<file path="src/rtl/acc16_pkg.sv">
// Shared types and constants for the acc16_stream frame accumulator.
package acc16_pkg;

  localparam int DATA_W        = 16;
  localparam int MAX_WORDS_DEF = 16;
  localparam int CNT_W_DEF     = 5;

  typedef enum logic [1:0] {
    ST_IDLE = 2'd0,
    ST_ACC  = 2'd1,
    ST_HOLD = 2'd2
  } state_t;

endpackage

</file>
<file path="src/rtl/acc16_stream_if.sv">
// Input word stream and output frame-result stream of acc16_stream.
interface acc16_stream_if #(
  parameter int CNT_W = acc16_pkg::CNT_W_DEF
);
  import acc16_pkg::*;

  logic                in_valid;
  logic                in_ready;
  logic [DATA_W-1:0]   in_data;
  logic                in_last;
  logic                out_valid;
  logic                out_ready;
  logic [DATA_W-1:0]   out_sum;
  logic                out_carry;
  logic [CNT_W-1:0]    out_count;

  modport slave (
    input  in_valid, in_data, in_last, out_ready,
    output in_ready, out_valid, out_sum, out_carry, out_count
  );

  modport master (
    output in_valid, in_data, in_last, out_ready,
    input  in_ready, out_valid, out_sum, out_carry, out_count
  );

endinterface

</file>
<file path="src/rtl/acc16_stream_add16.sv">
// 16-bit adder built from four 4-bit carry-lookahead groups (add4 -> add16).
module add4 (
  input  logic [3:0] i_a,
  input  logic [3:0] i_b,
  input  logic       i_cin,
  output logic [3:0] o_s,
  output logic       o_cout
);
  logic [3:0] w_g;
  logic [3:0] w_p;
  logic [4:0] w_c;

  assign w_g = i_a & i_b;
  assign w_p = i_a ^ i_b;

  assign w_c[0] = i_cin;
  assign w_c[1] = w_g[0] | (w_p[0] & i_cin);
  assign w_c[2] = w_g[1] | (w_p[1] & w_g[0]) | (w_p[1] & w_p[0] & i_cin);
  assign w_c[3] = w_g[2] | (w_p[2] & w_g[1]) | (w_p[2] & w_p[1] & w_g[0])
                | (w_p[2] & w_p[1] & w_p[0] & i_cin);
  assign w_c[4] = w_g[3] | (w_p[3] & w_g[2]) | (w_p[3] & w_p[2] & w_g[1])
                | (w_p[3] & w_p[2] & w_p[1] & w_g[0])
                | (w_p[3] & w_p[2] & w_p[1] & w_p[0] & i_cin);

  assign o_s    = w_p ^ w_c[3:0];
  assign o_cout = w_c[4];
endmodule

module add16
  import acc16_pkg::*;
(
  input  logic [DATA_W-1:0] i_a,
  input  logic [DATA_W-1:0] i_b,
  input  logic              i_cin,
  output logic [DATA_W-1:0] o_s,
  output logic              o_cout
);
  logic [4:0] w_c;

  assign w_c[0] = i_cin;

  for (genvar g = 0; g < 4; g++) begin : g_grp
    add4 u_add4 (
      .i_a    (i_a[4*g +: 4]),
      .i_b    (i_b[4*g +: 4]),
      .i_cin  (w_c[g]),
      .o_s    (o_s[4*g +: 4]),
      .o_cout (w_c[g+1])
    );
  end

  assign o_cout = w_c[4];
endmodule

</file>
<file path="src/rtl/acc16_stream.sv">
// Frame accumulator: sums a valid/ready word stream per frame through add16 and
// presents the sum, sticky carry and word count on a registered result port.
module acc16_stream
  import acc16_pkg::*;
#(
  parameter int MAX_WORDS = MAX_WORDS_DEF,
  parameter int CNT_W     = CNT_W_DEF
) (
  input  logic          clk,
  input  logic          rst_n,
  acc16_stream_if.slave bus
);
  state_t              r_state;
  state_t              w_state_nxt;
  logic [DATA_W-1:0]   r_acc;
  logic                r_carry;
  logic [CNT_W-1:0]    r_count;
  logic [DATA_W-1:0]   r_out_sum;
  logic                r_out_carry;
  logic [CNT_W-1:0]    r_out_count;
  logic                r_out_valid;
  logic                r_in_ready;

  logic [DATA_W-1:0]   w_sum;
  logic                w_cout;
  logic [CNT_W-1:0]    w_cnt_nxt;
  logic                w_beat;
  logic                w_close;
  logic                w_out_hs;

  add16 u_add16 (
    .i_a    (r_acc),
    .i_b    (bus.in_data),
    .i_cin  (1'b0),
    .o_s    (w_sum),
    .o_cout (w_cout)
  );

  assign w_beat    = bus.in_valid & r_in_ready;
  assign w_cnt_nxt = r_count + CNT_W'(1);
  assign w_close   = w_beat & (bus.in_last | (w_cnt_nxt == CNT_W'(MAX_WORDS)));
  assign w_out_hs  = r_out_valid & bus.out_ready;

  // Next-state decode for the frame control FSM.
  always_comb begin
    w_state_nxt = r_state;
    case (r_state)
      ST_IDLE: begin
        if (w_close)     w_state_nxt = ST_HOLD;
        else if (w_beat) w_state_nxt = ST_ACC;
        else             w_state_nxt = ST_IDLE;
      end
      ST_ACC: begin
        if (w_close) w_state_nxt = ST_HOLD;
        else         w_state_nxt = ST_ACC;
      end
      ST_HOLD: begin
        if (w_out_hs) w_state_nxt = ST_IDLE;
        else          w_state_nxt = ST_HOLD;
      end
      default: w_state_nxt = ST_IDLE;
    endcase
  end

  // State register plus handshake flags, both derived from the next state so
  // neither ready nor valid has a combinational path from the other side.
  always_ff @(posedge clk or negedge rst_n) begin
    if (!rst_n) begin
      r_state     <= ST_IDLE;
      r_in_ready  <= 1'b0;
      r_out_valid <= 1'b0;
    end else begin
      r_state     <= w_state_nxt;
      r_in_ready  <= (w_state_nxt != ST_HOLD);
      r_out_valid <= (w_state_nxt == ST_HOLD);
    end
  end

  // Running accumulator; cleared when the held result is taken.
  always_ff @(posedge clk or negedge rst_n) begin
    if (!rst_n) begin
      r_acc   <= 16'h0000;
      r_carry <= 1'b0;
      r_count <= {CNT_W{1'b0}};
    end else if (w_out_hs) begin
      r_acc   <= 16'h0000;
      r_carry <= 1'b0;
      r_count <= {CNT_W{1'b0}};
    end else if (w_beat) begin
      r_acc   <= w_sum;
      r_carry <= r_carry | w_cout;
      r_count <= w_cnt_nxt;
    end else begin
      r_acc   <= r_acc;
      r_carry <= r_carry;
      r_count <= r_count;
    end
  end

  // Result registers capture post-beat values on the closing beat only.
  always_ff @(posedge clk or negedge rst_n) begin
    if (!rst_n) begin
      r_out_sum   <= 16'h0000;
      r_out_carry <= 1'b0;
      r_out_count <= {CNT_W{1'b0}};
    end else if (w_close) begin
      r_out_sum   <= w_sum;
      r_out_carry <= r_carry | w_cout;
      r_out_count <= w_cnt_nxt;
    end else begin
      r_out_sum   <= r_out_sum;
      r_out_carry <= r_out_carry;
      r_out_count <= r_out_count;
    end
  end

  assign bus.in_ready  = r_in_ready;
  assign bus.out_valid = r_out_valid;
  assign bus.out_sum   = r_out_sum;
  assign bus.out_carry = r_out_carry;
  assign bus.out_count = r_out_count;
endmodule
</file>
<file path="src/flat_wrapper.sv">
// flat-port wrapper written by rule: the top's interface ports become plain ports
module acc16_stream_flat import acc16_pkg::*;
#(
  parameter int MAX_WORDS = MAX_WORDS_DEF,
  parameter int CNT_W     = CNT_W_DEF
)
  (clk, rst_n, bus_in_valid, bus_in_data, bus_in_last, bus_out_ready, bus_in_ready, bus_out_valid, bus_out_sum, bus_out_carry, bus_out_count);
  acc16_stream_if #(.CNT_W(CNT_W)) bus_i ();
  input  logic clk;
  input  logic rst_n;
  input wire logic [$bits(bus_i.in_valid)-1:0] bus_in_valid;
  input wire logic [$bits(bus_i.in_data)-1:0] bus_in_data;
  input wire logic [$bits(bus_i.in_last)-1:0] bus_in_last;
  input wire logic [$bits(bus_i.out_ready)-1:0] bus_out_ready;
  output wire logic [$bits(bus_i.in_ready)-1:0] bus_in_ready;
  output wire logic [$bits(bus_i.out_valid)-1:0] bus_out_valid;
  output wire logic [$bits(bus_i.out_sum)-1:0] bus_out_sum;
  output wire logic [$bits(bus_i.out_carry)-1:0] bus_out_carry;
  output wire logic [$bits(bus_i.out_count)-1:0] bus_out_count;
  assign bus_i.in_valid = bus_in_valid;
  assign bus_i.in_data = bus_in_data;
  assign bus_i.in_last = bus_in_last;
  assign bus_i.out_ready = bus_out_ready;
  assign bus_in_ready = bus_i.in_ready;
  assign bus_out_valid = bus_i.out_valid;
  assign bus_out_sum = bus_i.out_sum;
  assign bus_out_carry = bus_i.out_carry;
  assign bus_out_count = bus_i.out_count;
  acc16_stream #(.MAX_WORDS(MAX_WORDS), .CNT_W(CNT_W)) u_core (.clk(clk), .rst_n(rst_n), .bus(bus_i));
endmodule
</file>
<file path="config.mk">
export PLATFORM = sky130hd
export DESIGN_NAME = acc16_stream_flat
export DESIGN_NICKNAME = d
export VERILOG_FILES = /design/src/rtl/acc16_pkg.sv /design/src/rtl/acc16_stream_if.sv /design/src/rtl/acc16_stream_add16.sv /design/src/rtl/acc16_stream.sv /design/src/flat_wrapper.sv
export SDC_FILE = /design/constraint.sdc
export NUM_CORES = 1
export LEC_CHECK = 0
export BUFFER_PORTS_ARGS = -buffer_cell sky130_fd_sc_hd__buf_4
export CAP_MARGIN = 20
export CORE_AREA = 4 4 78 80
export CTS_BUF_LIST = sky130_fd_sc_hd__clkbuf_8
export DETAILED_ROUTE_END_ITERATION = 6
export DIE_AREA = 0 0 82 84
export PLACE_DENSITY = 0.71
export SKIP_CTS_REPAIR_TIMING = 1
export SYNTH_ARGS = -nofsm -noshare
export SYNTH_HDL_FRONTEND = slang
export SYNTH_SLANG_ARGS = --single-unit
</file>
<file path="constraint.sdc">
create_clock -name clk -period 4 [get_ports clk]
set_clock_uncertainty 0.2 [all_clocks]
set_input_delay 0.8 -clock clk [delete_from_list [all_inputs] [get_ports clk]]
set_output_delay 0.8 -clock clk [all_outputs]
set_load 0.01 [all_outputs]
</file>
==> results of run 1 <==
==> critical path: cells and delay by family <==
kind            cells  cell delay [ps]
buf+inv             2              200
compound gates      4              640
simple gates        3              870
fa+ha+maj           2              790
==> through the flow <==
step | instance area, sq um | cells | setup slack, ps | total power (W) | util [%]
5_1_grt | 3146 | 398 | 501.6 | 0.002559 | 58.19
2_1_floorplan | 2648 | 284 | 698.3 | 0.001646 | -
3_3_place_gp | 3038 | 390 | 420.5 | 0.001993 | 56.20
3_5_place_dp | 3038 | 390 | 333.7 | 0.002023 | 56.20
6_report | 3146 | 398 | 649.4 | 0.002340 | 58.19
4_1_cts | 3146 | 398 | 652.6 | 0.002371 | 58.19
==> Yosys cell counts, types with 2 or more instances <==
cell type | instances | area [sq um]
a21oi_1 | 21 | 105.1
fa_1 | 4 | 80.08
buf_2 | 2 | 10.01
o21ai_0 | 23 | 115.1
and2_1 | 2 | 12.51
xnor2_1 | 7 | 61.31
ha_1 | 18 | 225.2
and3_1 | 2 | 12.51
nand3_1 | 4 | 20.02
dfrtp_1 | 48 | 1201
inv_1 | 11 | 41.29
a21o_1 | 2 | 15.01
nand2_1 | 53 | 198.9
o31a_1 | 2 | 17.52
a211oi_1 | 6 | 45.04
xor2_1 | 9 | 78.83
clkbuf_1 | 8 | 30.03
mux2_2 | 2 | 22.52
nand2b_1 | 2 | 12.51
nor3_1 | 7 | 35.03
o21ai_2 | 3 | 26.28
nor4_1 | 2 | 12.51
nor2_1 | 27 | 101.4
or3_1 | 3 | 18.77
==> metal layers <==
layer  share of wire, %  global-route usage, %  up-vias
li1                   -                      -     1051
met1                 47                  23.28      986
met2                 48                  26.82       46
met3                5.0                  3.564        6
met4               0.79                  3.172        0
met5                  0                      0        -
==> how the worst min path moves through the flow <==
stage | from | to | slack (ps) | cells past startpoint
final | u_core.bus.out_count[1] | u_core.bus.out_count[1] | 280 | 2
after global routing | u_core.r_state[1] | u_core.r_state[0] | 300 | 1
after CTS | u_core.r_state[1] | u_core.r_state[0] | 280 | 1
after detailed placement | u_core.bus.out_sum[0] | u_core.bus.out_sum[0] | 260 | 2
after global placement | u_core.bus.out_sum[0] | u_core.bus.out_sum[0] | 260 | 2
after floorplan | u_core.r_state[1] | u_core.r_state[0] | 240 | 1
==> where the power goes <==
| part | total [W] | leakage [nW] | switching, W | internal (W) |
|---|---|---|---|---|
| registers | 0.000838 | 0.599 | 0.000137 | 0.000701 |
| clock network | 0.000338 | 0.0593 | 0.000155 | 0.000183 |
| logic | 0.00116 | 0.843 | 0.000637 | 0.000527 |
==> cell families after synthesis <==
group                    Yosys count  synth area share (%)
AND/OR/NAND/NOR                  107                 17.49
AO/OA/AOI/OAI                     66                 16.07
flip-flops                        48                 45.37
buffers and inverters             23                 3.402
adder cells (fa/ha/maj)           22                 11.53
XOR/XNOR                          16                 5.293
multiplexers                       2                0.8506
==> state kept, by name (all words and copies together), names as in the netlist <==
register and cells:
u_core.bus.out_sum 16, u_core.r_acc 16, u_core.bus.out_count 5, u_core.r_count 5, u_core.r_state 2, u_core.bus.in_ready 1, u_core.bus.out_carry 1, u_core.bus.out_valid 1
u_core.r_carry 1
==> cell type report <==
| class | instances | area share [%] |
|---|---|---|
| clock inverters | 3 | 1.233 |
| clock buffers | 5 | 2.188 |
| multi-input cells | 213 | 43.36 |
| flip-flops and latches | 48 | 38.19 |
| repair buffers | 45 | 10.74 |
| inverters | 12 | 1.432 |
| well taps | 72 | 2.864 |
==> metrics.md, run 1 <==
| Metric | Value |
|---|---|
| Hpwl dp | 3.860 mm |
| GRT Residual Overflow | 0 |
| F_max | ~300 MHz |
| Number of synthesized flops with an enable pin | 0 |
| Root Driver | clkbuf_8 |
| Commonest non-fill, non-tap cell in the layout | nand2_1 |
| RSZ-0062 raised after global routing | false |
| Crit Path Max Fanout | 4 |
| Worst rel slew slack | a little over two fifths |
| Initial antenna violation count | 0 |
| Yosys warns | 0 |
| Die footprint | 6888 sq um |
| Worst hold path class | reg -> reg |
| Crit Path Class | in -> reg |
| Hold slack | 281.4 ps |
| Final setup fails | 0 |
| Storage cell area | ~1200 sq um |
| Routed vias/inst | 5.249 |
| Pwr Density | 743.8 nW/um^2 |
| CP endpoint | u_core.r_acc[12] |
| Port Buffers | 44 |
| Core Area | between 5000 and 6000 sq um |
| Fin. Hold Viols | 0 |
| Cell count after synthesis | 284 |
| Worst-path clk slew | 80 ps |
| Sum Neg Setup Slack | 0 ps |
| FILL cells | 513 |
| Distinct cells, synth | 40 |
| Area delta synth->final | 18.81% |
| R2r worst-path depth | 10 |
| Ports | between 40 and 50 |
| Routed WL | between 5 and 6 mm |
| Peak supply drop | 0.0003533 V |
| Slowest library cell on the worst path | or4_4 |
| Overall routing resource usage | 16.73% |
| Final net count | 368 |
| Sink Count | 48 |
| Most used cell, CP | o21ai_0 |
| Drt wl/cell | 13.34 microns |
| Leading cell types in the layout, fill and taps excluded | 53 x nand2_1, 48 x dfrtp_1, 45 x buf_4 |
| CP Data Arrival Time | 3290 ps |
| CTS tree | done |
| Share of cells above drive strength 1 | between 10% and 20% |
| Synthesized flop and latch total | 48 |
| Seq/Total Area, Yosys | 45.37% |
| Drt drc | 0 |
| Initial Utilization | about half |
| Number of cell rows | 27 |
| Longest Clk Path Bufs | 2 |
| Tmin final | 3351 ps |
| Cts bufs inserted | 5 |
| Slack of the worst reg-to-reg path | 850 ps |
| Vias in the first global route | 2,025 |
| Static power due to leakage | between 1.5 and 2 nW |
| Crit. End Element | register |
| Max-Cap Viols | 0 |
| Via count | 2,089 |
| Syn Std Cell Area | 2648 sq um |
| Worst R2R Start | u_core.r_acc[2] |
| Worst Tran Pin Value | around 850 ps |
| Cells along the critical path | buf_4 > ha_1 > o21ai_0 > o21bai_2 > inv_2 > or4_4 > and3_2 > o21ai_0 > fa_1 > nand2_1 > a21oi_1 |
| DRT Pass-1 Iters | 4 |
| Final RePlAce weighted congestion | 0.8258 |
| Multi-input gate area | 1364 sq um |
| Asr flop ratio synth | 100.0% |
| H-tree depth | 2 |
| Die H | 84 microns |
| Startpoint class of the critical path | input pin |
| Syn_nets | approximately 330 |
| Ant diodes | 0 |
| Syn_area_per_cell | 9.322 sq um |
| Final Max Slew Viols | 0 |
| Routed Antenna Nets | 0 |
| Critical path required time | 3940 ps |
| Pin count of the biggest net entering global routing | 49 |
| Drt first-iter violations | 66 |
| Most used flip-flop cell after synthesis | dfrtp_1 |
| Final worst-path cycle share | 83.76% |
| First-pass GRT wire length | 9.135 mm |
| Die Span X | 82 microns |
| Clk Latency, worst-skew pair | a little under 300 ps |
| CP peak stage delay | 560 ps |
| Crit path from | bus_in_data[2] |
| Worst reg2reg path endpoint | u_core.r_acc[12] |
| Status | completed |
No activity file was read; power rests on OpenSTA's default activity.
==> inputs of run 2 (changes only) <==
--- a/config.mk
+++ b/config.mk
@@ -11,7 +11,7 @@
 export CTS_BUF_LIST = sky130_fd_sc_hd__clkbuf_8
 export DETAILED_ROUTE_END_ITERATION = 6
 export DIE_AREA = 0 0 82 84
-export PLACE_DENSITY = 0.71
+export PLACE_DENSITY = 0.74
 export SKIP_CTS_REPAIR_TIMING = 1
 export SYNTH_ARGS = -nofsm -noshare
 export SYNTH_HDL_FRONTEND = slang
==> constraint.sdc (replaced) <==
create_clock -name clk -period 2.97 [get_ports clk]
set_clock_uncertainty 0.2 [all_clocks]
set_input_delay 0.594 -clock clk [delete_from_list [all_inputs] [get_ports clk]]
set_output_delay 0.594 -clock clk [all_outputs]
set_load 0.01 [all_outputs]
==> run 2 against run 1 <==
Net effect:
- die area stayed put
- combinational power is 47% higher
- routed wire length increased by 7.6%
- sequential share of layout area fell by 1.5 points
- register-to-register slack got worse by 670 ps
- worst hold slack got worse by 190 ps
- global-route usage rose by 1.3 points
- largest power group unchanged
==> metrics.md, run 2 (synthesized netlist as in run 1, its figures left out) <==
| Metric | Value |
|---|---|
| Status | completed |
| Fin. Hold Viols | 0 |
| DRT Pass-1 Iters | 4 |
| Leading cell types in the layout, fill and taps excluded | 61 x buf_4, 53 x nand2_1, 48 x dfrtp_1 |
| Worst-path clk slew | 90 ps |
| Peak supply drop | 0.0005082 V |
| Die H | 84 microns |
| Slowest library cell on the worst path | or4_4 |
| Cells along the critical path | ha_1 > o21ai_0 > o21bai_2 > inv_2 > or4_4 > and3_4 > o21ai_2 > fa_1 > nand2_1 > a21oi_1 |
| Final Max Slew Viols | 0 |
| Final setup fails | 0 |
| Initial Utilization | 48.98% |
| Hpwl dp | about 4.2 mm |
| Startpoint class of the critical path | register |
| Crit. End Element | register |
| Die footprint | 6888 sq um |
| Final Core Density | 60.62% |
| Static power due to leakage | 1.573 nW |
| Pin count of the biggest net entering global routing | 49 |
| H-tree depth | 2 |
| Drt drc | 0 |
| Vias in the first global route | ~2,100 |
| First-pass GRT wire length | 9.770 mm |
| Ant diodes | 0 |
| Port Buffers | 44 |
| Root Driver | clkbuf_8 |
| Clk Latency, worst-skew pair | around 300 ps |
| Tmin final | 2794 ps |
| Area delta synth->final | 23.77% |
| Sink Count | 48 |
| Drt wl/cell | 13.79 microns |
| Core Area | 5405 sq um |
| Max-Cap Viols | 0 |
| Clock group share of total power | 14.2% |
| Internal power | ~0.002 W |
| Die Span X | 82 microns |
| Logic gate share of total power | 51.7% |
| Sw frac | between 30% and 40% |
| Worst rel slew slack | 47.29% |
| Cts bufs inserted | 5 |
| Pwr Density | 1010 nW/um^2 |
| Hold slack | 90.52 ps |
| Worst hold path class | in -> async |
| CP peak stage delay | 530 ps |
| Placed Instance Area | 3166 sq um |
| Net Sw Power | between 0.001 and 0.0015 W |
| Slack of the worst reg-to-reg path | roughly 180 ps |
| Initial antenna violation count | 0 |
| Overall routing resource usage | 18.00% |
| GRT Residual Overflow | 0 |
| Worst Tran Pin Value | around 800 ps |
| Reg power frac | 34.1% |
| Final worst-path cycle share | between 90% and 100% |
| R2r worst-path depth | 10 |
| Final RePlAce weighted congestion | slightly below 0.8 |
| Crit Path Class | reg -> reg |
| Final net count | 384 |
| Via count | 2,164 |
| CTS tree | done |
| Post-layout instance area | approximately 3300 sq um |
| Critical path required time | 2940 ps |
| CP Data Arrival Time | around 2800 ps |
| Number of cell rows | 27 |
| Routed WL | 5.711 mm |
| Worst R2R Start | u_core.r_acc[2] |
| F_max | 358.0 MHz |
| Crit Path Max Fanout | 3 |
| Share of cells above drive strength 1 | roughly a quarter |
| RSZ-0062 raised after global routing | false |
| Routed vias/inst | 5.227 |
| Drt first-iter violations | 83 |
| Routed Antenna Nets | 0 |
| Worst reg2reg path endpoint | u_core.r_acc[12] |
| Commonest non-fill, non-tap cell in the layout | buf_4 |
| FILL cells | 487 |
| Ports | 45 |
| Longest Clk Path Bufs | 2 |
-- run 2: cell types whose count changed in the layout (fill, tap and decap cells not counted) --
cell,delta
and3_2,-1
and3_4,+1
buf_4,+16
clkinvlp_4,+1
inv_1,-1
o21ai_0,-1
o21ai_2,+1
-- run 2: layout make-up --
class	count	area, sq um	area share [%]
inverters	12	45.04	1.375
multi-input cells	213	1371	41.85
well taps	72	90.09	2.749
flip-flops and latches	48	1201	36.66
clock buffers	5	68.82	2.100
repair buffers	61	457.9	13.97
clock inverters	3	42.54	1.298
-- run 2: power groups by stage --
stage	combinational [W]	clock, W	sequential (W)
2_1_floorplan	0.00106	0	0.00117
3_3_place_gp	0.00166	0	0.00113
3_5_place_dp	0.00171	0	0.00114
4_1_cts	0.00173	0.000490	0.00113
5_1_grt	0.00194	0.000516	0.00117
6_report	0.00171	0.000472	0.00113
-- run 2: layer usage --
layer,GRT usage (%),vias to the layer above,wire length [microns]
met4,4.834,0,81
met5,0,-,0
li1,-,1088,-
met1,24.79,1017,2585
met2,28.36,51,2771
met3,3.888,8,273
-- run 2: worst max-delay path by stage --
| stage | from | endpoint | cells after the start |
|---|---|---|---|
| final | u_core.r_acc[2] | u_core.r_acc[12] | 10 |
| after global routing | u_core.r_acc[1] | u_core.r_acc[8] | 8 |
| after CTS | u_core.r_acc[2] | u_core.r_acc[12] | 10 |
| after detailed placement | bus_in_data[2] | u_core.r_acc[12] | 11 |
| after global placement | bus_in_data[2] | u_core.r_acc[12] | 11 |
| after floorplan | bus_in_data[2] | u_core.r_acc[12] | 10 |
-- run 2: through the flow --
| step | setup TNS (ps) | std cells | power [W] | setup slack [ps] |
|---|---|---|---|---|
| finish | 0 | 414 | 0.003310 | 176.5 |
| floorplan | 0 | 284 | 0.002231 | 12.45 |
| global placement | -173.9 | 406 | 0.002795 | -103.3 |
| CTS | 0 | 414 | 0.003344 | 170.2 |
| detailed placement | -341.6 | 406 | 0.002851 | -136.3 |
| global route | 0 | 414 | 0.003620 | 7.743 |
-- run 2: worst max-delay path, delay by kind of cell (launching register included) --
kind            cells  cell delay, ps
flops               1             390
simple gates        3             780
buf+inv             1              50
compound gates      4             470
fa+ha+maj           2             760
